===== config.mk =====
export PLATFORM = sky130hd
export DESIGN_NAME = fetch_unit
export DESIGN_NICKNAME = d
export VERILOG_FILES = /design/src/rtl/fetch_unit.sv
export SDC_FILE = /design/constraint.sdc
export NUM_CORES = 1
export LEC_CHECK = 0
export BUFFER_PORTS_ARGS = -buffer_cell sky130_fd_sc_hd__buf_2
export CORE_MARGIN = 1.5
export CORE_UTILIZATION = 27
export CTS_BUF_LIST = sky130_fd_sc_hd__clkbuf_4
export DETAILED_ROUTE_END_ITERATION = 10
export PLACE_DENSITY = 0.56
export SLEW_MARGIN = 20
export SYNTH_ARGS = -nofsm -noshare
export SYNTH_HDL_FRONTEND = slang
export SYNTH_SLANG_ARGS = --single-unit

===== constraint.sdc =====
create_clock -name clk -period 7 [get_ports clk]
set_input_delay 1.05 -clock clk [delete_from_list [all_inputs] [get_ports clk]]
set_output_delay 1.05 -clock clk [all_outputs]
set_load 0.02 [all_outputs]

===== src/rtl/fetch_unit.sv =====
// Instruction fetch stage: owns the PC, issues word reads to instruction memory and
// buffers returned words in order for decode, with full flush on branch/jump redirects.
module fetch_unit #(
    parameter int              XLEN       = 32,
    parameter int              ADDR_WIDTH = 9,
    parameter logic [XLEN-1:0] RESET_PC   = 32'h0,
    parameter int              FIFO_DEPTH = 2
) (
    input  logic                  clk,
    input  logic                  rst,
    output logic                  imem_req_valid,
    input  logic                  imem_req_ready,
    output logic [ADDR_WIDTH-1:0] imem_addr,
    input  logic                  imem_rsp_valid,
    input  logic [31:0]           imem_rdata,
    input  logic                  redirect_valid,
    input  logic [XLEN-1:0]       redirect_pc,
    output logic                  inst_valid,
    input  logic                  inst_ready,
    output logic [31:0]           inst_out,
    output logic [XLEN-1:0]       inst_pc,
    output logic [XLEN-1:0]       inst_pc_plus4,
    output logic                  misalign_err
);

    localparam int CW  = $clog2(FIFO_DEPTH + 1);
    localparam int CW1 = CW + 1;
    localparam int PW  = (FIFO_DEPTH > 1) ? $clog2(FIFO_DEPTH) : 1;
    localparam logic [PW-1:0] LAST_PTR = PW'(FIFO_DEPTH - 1);
    localparam logic [CW:0]   DEPTH_W  = CW1'(FIFO_DEPTH);

    typedef enum logic {
        ST_RUN,
        ST_ERROR
    } state_t;

    state_t state_q, state_d;

    logic [XLEN-1:0] pc_q;
    logic [CW-1:0]   inflight_q;
    logic [CW-1:0]   drop_q;
    logic [CW-1:0]   count_q;
    logic [PW-1:0]   tag_wr_q, tag_rd_q;
    logic [PW-1:0]   fifo_wr_q, fifo_rd_q;

    logic [XLEN-1:0] tag_pc     [FIFO_DEPTH];
    logic [31:0]     fifo_instr [FIFO_DEPTH];
    logic [XLEN-1:0] fifo_pc    [FIFO_DEPTH];

    logic            redirect_act;
    logic            redirect_aligned;
    logic            accept;
    logic            rsp_fire;
    logic            push;
    logic            pop;
    logic [CW:0]     occupancy;

    function automatic logic [PW-1:0] ptr_inc(input logic [PW-1:0] p);
        return (p == LAST_PTR) ? '0 : p + 1'b1;
    endfunction

    always_ff @(posedge clk or posedge rst) begin
        if (rst) begin
            state_q <= ST_RUN;
        end else begin
            state_q <= state_d;
        end
    end

    // Every in-flight request and every buffered word holds a slot, so a response
    // always has room in the FIFO when it returns.
    assign occupancy = {1'b0, inflight_q} + {1'b0, count_q};

    always_comb begin
        state_d        = state_q;
        imem_req_valid = 1'b0;
        redirect_act   = 1'b0;
        case (state_q)
            ST_RUN: begin
                redirect_act   = redirect_valid;
                imem_req_valid = !rst && !redirect_valid && (occupancy < DEPTH_W);
                if (redirect_valid && (redirect_pc[1:0] != 2'b00)) begin
                    state_d = ST_ERROR;
                end
            end
            ST_ERROR: begin
                state_d = ST_ERROR;
            end
            default: begin
                state_d = ST_RUN;
            end
        endcase
    end

    assign redirect_aligned = redirect_act && (redirect_pc[1:0] == 2'b00);
    assign accept           = imem_req_valid && imem_req_ready;
    assign rsp_fire         = imem_rsp_valid && (inflight_q != '0);
    assign push             = rsp_fire && (drop_q == '0) && !redirect_act;
    assign pop              = inst_valid && inst_ready;

    // A redirect turns every request still outstanding (minus one returning now,
    // which is thrown away immediately) into a response to be discarded.
    always_ff @(posedge clk or posedge rst) begin
        if (rst) begin
            pc_q       <= RESET_PC;
            inflight_q <= '0;
            drop_q     <= '0;
            count_q    <= '0;
            fifo_wr_q  <= '0;
            fifo_rd_q  <= '0;
        end else begin
            inflight_q <= inflight_q + CW'(accept) - CW'(rsp_fire);

            if (redirect_aligned) begin
                pc_q <= redirect_pc;
            end else if (accept) begin
                pc_q <= pc_q + XLEN'(4);
            end

            if (redirect_act) begin
                drop_q <= inflight_q - CW'(rsp_fire);
            end else if (rsp_fire && (drop_q != '0)) begin
                drop_q <= drop_q - 1'b1;
            end

            if (redirect_act) begin
                count_q   <= '0;
                fifo_wr_q <= '0;
                fifo_rd_q <= '0;
            end else begin
                count_q <= count_q + CW'(push) - CW'(pop);
                if (push) begin
                    fifo_wr_q <= ptr_inc(fifo_wr_q);
                end
                if (pop) begin
                    fifo_rd_q <= ptr_inc(fifo_rd_q);
                end
            end
        end
    end

    // The tag queue runs in lockstep with imem: one entry per accepted request,
    // retired by its response whether that response is kept or discarded.
    always_ff @(posedge clk or posedge rst) begin
        if (rst) begin
            tag_wr_q <= '0;
            tag_rd_q <= '0;
            for (int i = 0; i < FIFO_DEPTH; i++) begin
                tag_pc[i]     <= '0;
                fifo_instr[i] <= '0;
                fifo_pc[i]    <= '0;
            end
        end else begin
            if (accept) begin
                tag_pc[tag_wr_q] <= pc_q;
                tag_wr_q         <= ptr_inc(tag_wr_q);
            end
            if (rsp_fire) begin
                tag_rd_q <= ptr_inc(tag_rd_q);
            end
            if (push) begin
                fifo_instr[fifo_wr_q] <= imem_rdata;
                fifo_pc[fifo_wr_q]    <= tag_pc[tag_rd_q];
            end
        end
    end

    assign imem_addr     = pc_q[ADDR_WIDTH+1:2];
    assign inst_valid    = (count_q != '0);
    assign inst_out      = inst_valid ? fifo_instr[fifo_rd_q] : '0;
    assign inst_pc       = inst_valid ? fifo_pc[fifo_rd_q] : '0;
    assign inst_pc_plus4 = inst_valid ? (fifo_pc[fifo_rd_q] + XLEN'(4)) : '0;
    assign misalign_err  = (state_q == ST_ERROR);

endmodule


* Word-level counts from Yosys, hierarchy flattened
Cells that the tools add are included.
Word-level totals: register bits after elaboration 235, word-level logic and storage cells 101
Operators by class: add/sub/neg operators 13, $lt $le $gt $ge 7, multiplexer cells 36, bitwise logic cells 5, reduce and logical (&&, ||, !) cells 25
Operators with widths (number):
- 32-bit two-way mux | 16
- 64-bit bitwise mux | 3
- 32-bit by 3-bit adder with 32-bit output, second input constant | 2
- 32-bit demux with 1-bit select | 2
- 2-bit nonzero test | 8
- 1-bit logical AND | 12
- 1-bit two-way mux | 11
- 2-bit greater-or-equal comparator, second input constant | 4
- 1-bit inverter with 2-bit output | 4
- 2-bit two-way mux | 3
- 2-bit by 1-bit subtractor with 2-bit output | 3
- 1-bit adder, second input constant | 4
- 2-bit by 1-bit adder with 2-bit output | 2
- 2-bit logical NOT | 2
- 2-bit by 1-bit less-than comparator with 1-bit output, second input constant | 2
- 2-bit by 2-bit adder with 3-bit output | 1
- 1-bit logical NOT | 3
- 3-bit by 2-bit less-than comparator with 1-bit output, second input constant | 1
- 1-bit case mux with 2 select lines | 1
- 2-bit by 1-bit subtractor with 2-bit output, second input constant | 1
- 1-bit inverter | 1

* Depth between registers and ports, before layout
Gate-level depths: netlist of the first run.
word-level depth 7, depth in mapped cells 13, depth with buffers taken out 10

* Least setup slack after synthesis of the first run
OpenSTA, ideal clock, no wires.
kind register to output, start point register fifo_rd_q, end point output port inst_pc_plus4[18], arrival 3.244 ns, path slack 2.706 ns, stages on the path, launching flop included 13, path buffers 6, cell sequence dfrtp_1 > buf_6 > buf_6 > buf_2 > buf_2 > buf_2 > mux2_2 > ha_1 > inv_1 > a211oi_2 > nand3_1 > clkbuf_1 > o41ai_1
Between the ends: cells in the longest elaborated chain, start to end 6
Ends and longest elaborated chain:
- start, declared | line 44 | logic [PW-1:0] fifo_wr_q, fifo_rd_q;
- start signal, assigned | line 136 | fifo_rd_q <= ptr_inc(fifo_rd_q);
- 1-bit inverter with 2-bit output (implied by the code) | line 172 | assign inst_pc_plus4 = inst_valid ? (fifo_pc[fifo_rd_q] + XLEN'(4)) : '0;
- 32-bit two-way mux (implied by the code) (3 in series) | line 172
- 32-bit by 3-bit adder with 32-bit output | line 172
- 32-bit two-way mux | line 172
- end, declared | line 22 | output logic [XLEN-1:0] inst_pc_plus4,
No other way between the ends. The select of a mux whose other input is x is not followed.

* Worst setup path after layout of the first run
start point register fifo_rd_q, end point output port inst_pc_plus4[25]
Same word-level chain as after synthesis.

==> impl_metrics.tcl, run 1 <==
set metrics [dict create \
    outcome "complete, no violations" \
    design.portCount 178 \
    syn_area_um2 11600 \
    finalPower_uw 5590 \
    final_cell_area_um2 13800 \
    cts_tree "yes" \
    grt_pass1_wl_mm 47.4 \
    period_minus_slack_ns 5.07 \
    synth-seq-cells 235 \
    ctsResizeCount 0 \
    synth_top_area_cell "dfrtp_1" \
    cts_hold_buf 0 \
    crit_path_end_kind "primary output" \
    final_cell_mix "dfrtp_1, buf_2, mux2_2, nor2_1, nand2_1" \
    die_area_um2 44200 \
    nets 1340 \
    yosysWarnings 0 \
    die_w_um 210 \
    clock-sinks 235 \
    synth_flop_cell "dfrtp_1" \
    die_h_um 210 \
    routedWlPerCell_um 16.5 \
    dr.pass1.iters 5 \
    hpwl_mm 20.7 \
    hold_viol_final 0 \
    power_density_nw_per_um2 405 \
    synth_area_leaders "dfrtp_1, mux2_2, mux2i_1" \
    grt_overflow_total 0 \
    synth.distinct_cells 49 \
    clk_pin_slew_ns 0.06 \
    synth_nets 1162 \
    fin_skew_ns 0.0527 \
    grt_use_total_pct 13.8 \
    synthArstFlopShare_pct 100 \
    regArea_um2 5890 \
    syn_area_per_cell_um2 10.7 \
    numCtsBuffers 67 \
    gp_congestion 0.830 \
    antenna_found_initial 1 \
    r2r-start "inflight_q[0]$_DFF_PP0_" \
    portBuffers 177 \
    ys_seq_area_share_pct 50.7 \
    start_kind "flip-flop" \
    timing.fmax_ghz 0.197 \
    cp.arrival_ns 4.02 \
    max-vdd-ir-drop_v 0.000134 \
    synthDominantCellAreaShare_pct 50.7 \
    dr.first_iter.drc_count 477 \
    reg2regPathDepth 7 \
    clock_latency_ns 0.68 \
    cap_violations 0 \
    worstPathMaxFanout 56 \
    layout_commonest_cell "dfrtp_1" \
    leakagePower_uw 0.00661 \
    post-route-period-util_pct 72.4 \
    relSlewSlack_pct 28.8 \
    rsz0062_at_grt "no" \
    dpl_cell_area_um2 12900 \
    synth_edf_count 0 \
    nFillCells 4353 \
    vias_per_cell 4.62 \
    r2r_slack_ns 3.74 \
    cts_max_level 3 \
    grt_max_degree 166 \
    start_util_pct 27.5 \
    worst_slew_pin_slew_ns 1.07 \
    num_rows 75 \
    synth_cells 1083 \
    tns_ns 0 \
    drive_gt1_share_pct 33.7 \
    multi_input_area_um2 5300 \
    post_cts_buffers 0 \
    wl_mm 30.4 \
    grt_pass1_vias 8339 \
    ant_nets 0 \
    rr_endpoint "tag_pc[59]$_DFFE_PP0P_" \
    fp.coreArea_um2 42100 \
    worst-setup-path-type "flip-flop to primary output" \
    required_ns 5.95 \
    area_growth_pct 19.0 \
    worstHoldPathType "primary input to async pin" \
    cts_buffer_depth 3 \
    route.detailed.drc 0 \
    slew_viol_final 0 \
    root_buffer "clkbuf_4" \
    vias 8526 \
    setup_viol 0 \
]
## report_power, final
part | total, uW | switching [uW] | internal [uW]
clock network | 1330 | 569 | 758
registers | 2060 | 353 | 1710
logic | 2200 | 1310 | 889
total | 5590 | 2230 | 3350
## per-stage QoR
step / instances / util, % / hold slack [ns] / worst slack [ns]
after global routing: 1844 / 32.7 / 0.167 / 1.65
after detailed placement: 1730 / 30.6 / 0.470 / 2.60
after floorplan: 1083 / - / 0.450 / 2.71
after global placement: 1730 / 30.6 / 0.462 / 2.70
after CTS: 1842 / 32.7 / 0.162 / 1.84
final: 1844 / 32.7 / 0.245 / 1.93
## Yosys cell counts, types with 3 or more instances
cell type and instances:
buf_6 3, and2_1 11, xor2_1 11, nor2b_1 4
clkbuf_1 41, nand3_1 24, buf_2 14, inv_1 16
ha_1 8, nor3_1 13, buf_4 11, xnor2_1 40
nand2_1 111, mux2i_1 94, nor2_1 122, nand3b_1 3
o41ai_1 4, buf_1 8, dfrtp_1 235, mux2_2 130
nand4_1 12, o31ai_1 7, o21ai_0 61, o21ai_1 18
nand2b_1 4, a21oi_1 34, nor4_1 14
## layer usage
layer / track usage [%] / part of all wire (%) / routed length (um) / vias up
met5: 0 / 0 / 0 / -
met2: 19.5 / 43 / 12900 / 225
li1: - / - / - / 4130
met3: 3.07 / 5.2 / 1570 / 53
met4: 5.16 / 2.3 / 709 / 0
met1: 20.4 / 50 / 15100 / 4118
## kinds of logic after synthesis
family / Yosys count / synth area share (%)
XOR/XNOR: 51 / 3.85
flip-flops: 235 / 50.7
adder cells (fa/ha/maj): 9 / 1.04
AO/OA/AOI/OAI: 134 / 6.56
AND/OR/NAND/NOR: 336 / 13.3
buffers and inverters: 93 / 3.71
multiplexers: 225 / 20.8
## critical path, stage by stage (launching register included)
cell and delay [ns]:
dfrtp_4 0.88, nand4_1 0.36, a221oi_4 0.51, nand3_1 0.44
or4b_1 0.67, mux2_1 0.32, buf_2 0.16
## flip-flops by register name, indices dropped and copies added (netlist names), 2 cells and up
signal	count
fifo_instr	64
fifo_pc	64
pc_q	32
tag_pc	64
count_q	2
inflight_q	2
drop_q	2
## worst max path at each step
stage / startpoint / endpoint / slack [ns] / depth (start not counted)
CTS: fifo_rd_q$_DFFE_PP0P_ / inst_pc_plus4[28] / 1.84 / 8
floorplan: fifo_rd_q$_DFFE_PP0P_ / inst_pc_plus4[18] / 2.71 / 12
finish: fifo_rd_q$_DFFE_PP0P_ / inst_pc_plus4[25] / 1.93 / 6
detailed placement: fifo_rd_q$_DFFE_PP0P_ / inst_pc_plus4[25] / 2.60 / 6
global placement: fifo_rd_q$_DFFE_PP0P_ / inst_pc_plus4[25] / 2.70 / 6
global route: fifo_rd_q$_DFFE_PP0P_ / inst_pc_plus4[25] / 1.65 / 6
## area by class of cell
cell class / count / share of cell area (%)
Antenna cell: 1 / 0.0181
Inverter: 16 / 0.463
Clock buffer: 100 / 5.44
Clock inverter: 12 / 0.962
Sequential cell: 235 / 42.7
Timing Repair Buffer: 186 / 7.12
Tap cell: 539 / 4.89
Multi-Input combinational cell: 755 / 38.4
Power figures use the tool's default switching activity.
==> run 2: changes to the inputs <==
--- a/config.mk
+++ b/config.mk
@@ -10,7 +10,7 @@
 export CORE_UTILIZATION = 27
 export CTS_BUF_LIST = sky130_fd_sc_hd__clkbuf_4
 export DETAILED_ROUTE_END_ITERATION = 10
-export PLACE_DENSITY = 0.56
+export PLACE_DENSITY = 0.55
 export SLEW_MARGIN = 20
 export SYNTH_ARGS = -nofsm -noshare
 export SYNTH_HDL_FRONTEND = slang
==> constraint.sdc (replaced) <==
create_clock -name clk -period 5.1 [get_ports clk]
set_input_delay 0.765 -clock clk [delete_from_list [all_inputs] [get_ports clk]]
set_output_delay 0.765 -clock clk [all_outputs]
set_load 0.02 [all_outputs]
==> run 2 against run 1 <==
  * Cell count rose by 0.49%
  * Non-clock buffer count rose by 4
  * Die area did not move
  * Utilization barely moved
  * Sequential cell count did not move
  * Combinational power rose by 40%
  * Sequential share of layout area barely moved
==> impl_metrics.tcl, run 2 (synthesized netlist as in run 1, its figures left out) <==
set metrics [dict create \
    root_buffer "clkbuf_4" \
    post-route-period-util_pct 94.7 \
    nFillCells 4338 \
    wl_mm 30.4 \
    relSlewSlack_pct 36.6 \
    regArea_um2 5890 \
    slew_viol_final 0 \
    grt_use_total_pct 13.9 \
    routedWlPerCell_um 16.4 \
    crit_path_end_kind "primary output" \
    tns_ns 0 \
    clock-sinks 235 \
    highest_layer "met4" \
    dr_wl_met3_mm 1.41 \
    max-vdd-ir-drop_v 0.000198 \
    area_growth_pct 18.9 \
    crit_path_top_delay_cell "dfrtp_4" \
    worstPathMaxFanout 55 \
    period_minus_slack_ns 4.83 \
    clock_latency_ns 0.66 \
    fp.coreArea_um2 42100 \
    crit_buf_inv 2 \
    die_area_um2 44200 \
    preCtsSetupSlack_ns 0.966 \
    leakagePower_uw 0.00662 \
    start_util_pct 27.5 \
    ctsResizeCount 0 \
    post_cts_buffers 0 \
    dr.pass1.iters 6 \
    drive_gt1_share_pct 33.7 \
    grt_pass1_wl_mm 48.1 \
    portBuffers 177 \
    route.met2.wl_mm 12.9 \
    hpwl_mm 21.2 \
    start_kind "flip-flop" \
    nets 1346 \
    postLayoutCoreUtil_pct 32.7 \
    antenna_found_initial 1 \
    finalPower_uw 7630 \
    worstHoldPathType "primary input to async pin" \
    timing.fmax_ghz 0.207 \
    die_h_um 210 \
    stdcell_count 1853 \
    cts_buffer_depth 3 \
    reg_top3 "fifo_instr: 64 flops, fifo_pc: 64 flops, tag_pc: 64 flops" \
    post-place-cells 1735 \
    vias_per_cell 4.60 \
    die_w_um 210 \
    clk_pin_slew_ns 0.06 \
    required_ns 4.34 \
    multi_input_area_um2 5300 \
    design.portCount 178 \
    layout_commonest_cell "dfrtp_1" \
    grt_max_degree 74 \
    grt_overflow_total 0 \
    drt-met1-wl_mm 15.2 \
    num_rows 75 \
    fin_skew_ns 0.0309 \
    cts_tree "yes" \
    crit_chain "mux2_2 > ha_1 > inv_1 > a211oi_2 > nand3_1 > nor3_1 > mux2_2 > buf_2" \
    cp_common_cell "mux2_2" \
    cts_max_level 3 \
    worst-setup-path-type "flip-flop to primary output" \
    ant_nets 0 \
    critPathMaxStageDelay_ns 0.88 \
    final_cell_mix "dfrtp_1, buf_2, mux2_2, nor2_1, nand2_1" \
    setup_viol 0 \
    dr.first_iter.drc_count 504 \
    numCtsBuffers 69 \
    gp_congestion 0.790 \
    cts_hold_buf 0 \
    critical-path-top-delay-family "simple AND/OR/NAND/NOR gates" \
    cap_violations 0 \
    route.detailed.drc 0 \
    hold_viol_final 0 \
    worst_slew_pin_slew_ns 0.951 \
    grt_pass1_vias 8557 \
    finalWorstSetupSlack_ns 0.268 \
    vias 8525 \
    outcome "complete, no violations" \
    rsz0062_at_grt "no" \
    power_density_nw_per_um2 554 \
    cp.arrival_ns 4.07 \
]
## run 2: cell types whose count changed in the layout (fill, tap and decap cells not counted), sizes merged
cell,previous run,this run
inv,17,18
clkinvlp,2,1
buf,186,190
clkinv,6,12
bufinv,3,2
## run 2: stage by stage
stage / area (um2) / hold slack (ns)
after floorplan: 11600 / 0.450
after global placement: 12900 / 0.461
after detailed placement: 12900 / 0.470
after CTS: 13800 / 0.0101
after global routing: 13800 / 0.0295
final: 13800 / 0.0868
## run 2: report_power, final
part	leakage (uW)	internal (uW)	switching, uW	total (uW)
Combinational	0.00305	1220	1870	3080
Sequential	0.00305	2340	410	2750
Clock	0.000525	995	797	1790
## run 2: worst register-to-register path, delay by kind of cell (launching register included)
family	cells	cell delay, ns
adders and majority gates	1	0.43
xor gates and xnor gates	1	0.11
DFF	1	0.42
and+or+nand+nor	4	1.78
muxes	1	0.27
## run 2: metal layers
layer	GRT usage [%]	vias up
met5	0	-
met4	5.66	0
met3	2.82	62
met2	20.1	222
met1	20.3	4085
li1	-	4156
## run 2: area by class of cell
type | count | share of cell area, %
sequential | 235 | 42.7
multi-input combinational | 755 | 38.5
timing repair buffer | 190 | 7.14
clock buffer | 100 | 5.45
tap | 539 | 4.89
clock inverter | 17 | 0.863
inverter | 16 | 0.463
antenna | 1 | 0.0182
## run 2: final timing paths
check / start / endpoint / slack, ns / cells after the start
hold / removal: rst / drop_q[0]$_DFFE_PP0P_ / 0.09 / 2
max in group asynchronous: rst / pc_q[2]$_DFFE_PP0P_ / 3.79 / 3
hold reg to reg: fifo_pc[0]$_DFFE_PP0P_ / fifo_pc[0]$_DFFE_PP0P_ / 0.48 / 2
setup / recovery: fifo_rd_q$_DFFE_PP0P_ / inst_pc_plus4[28] / 0.27 / 8
setup reg to reg: count_q[0]$_DFF_PP0_ / pc_q[13]$_DFFE_PP0P_ / 1.97 / 7
min in group clk: redirect_pc[10] / pc_q[10]$_DFFE_PP0P_ / 0.32 / 3
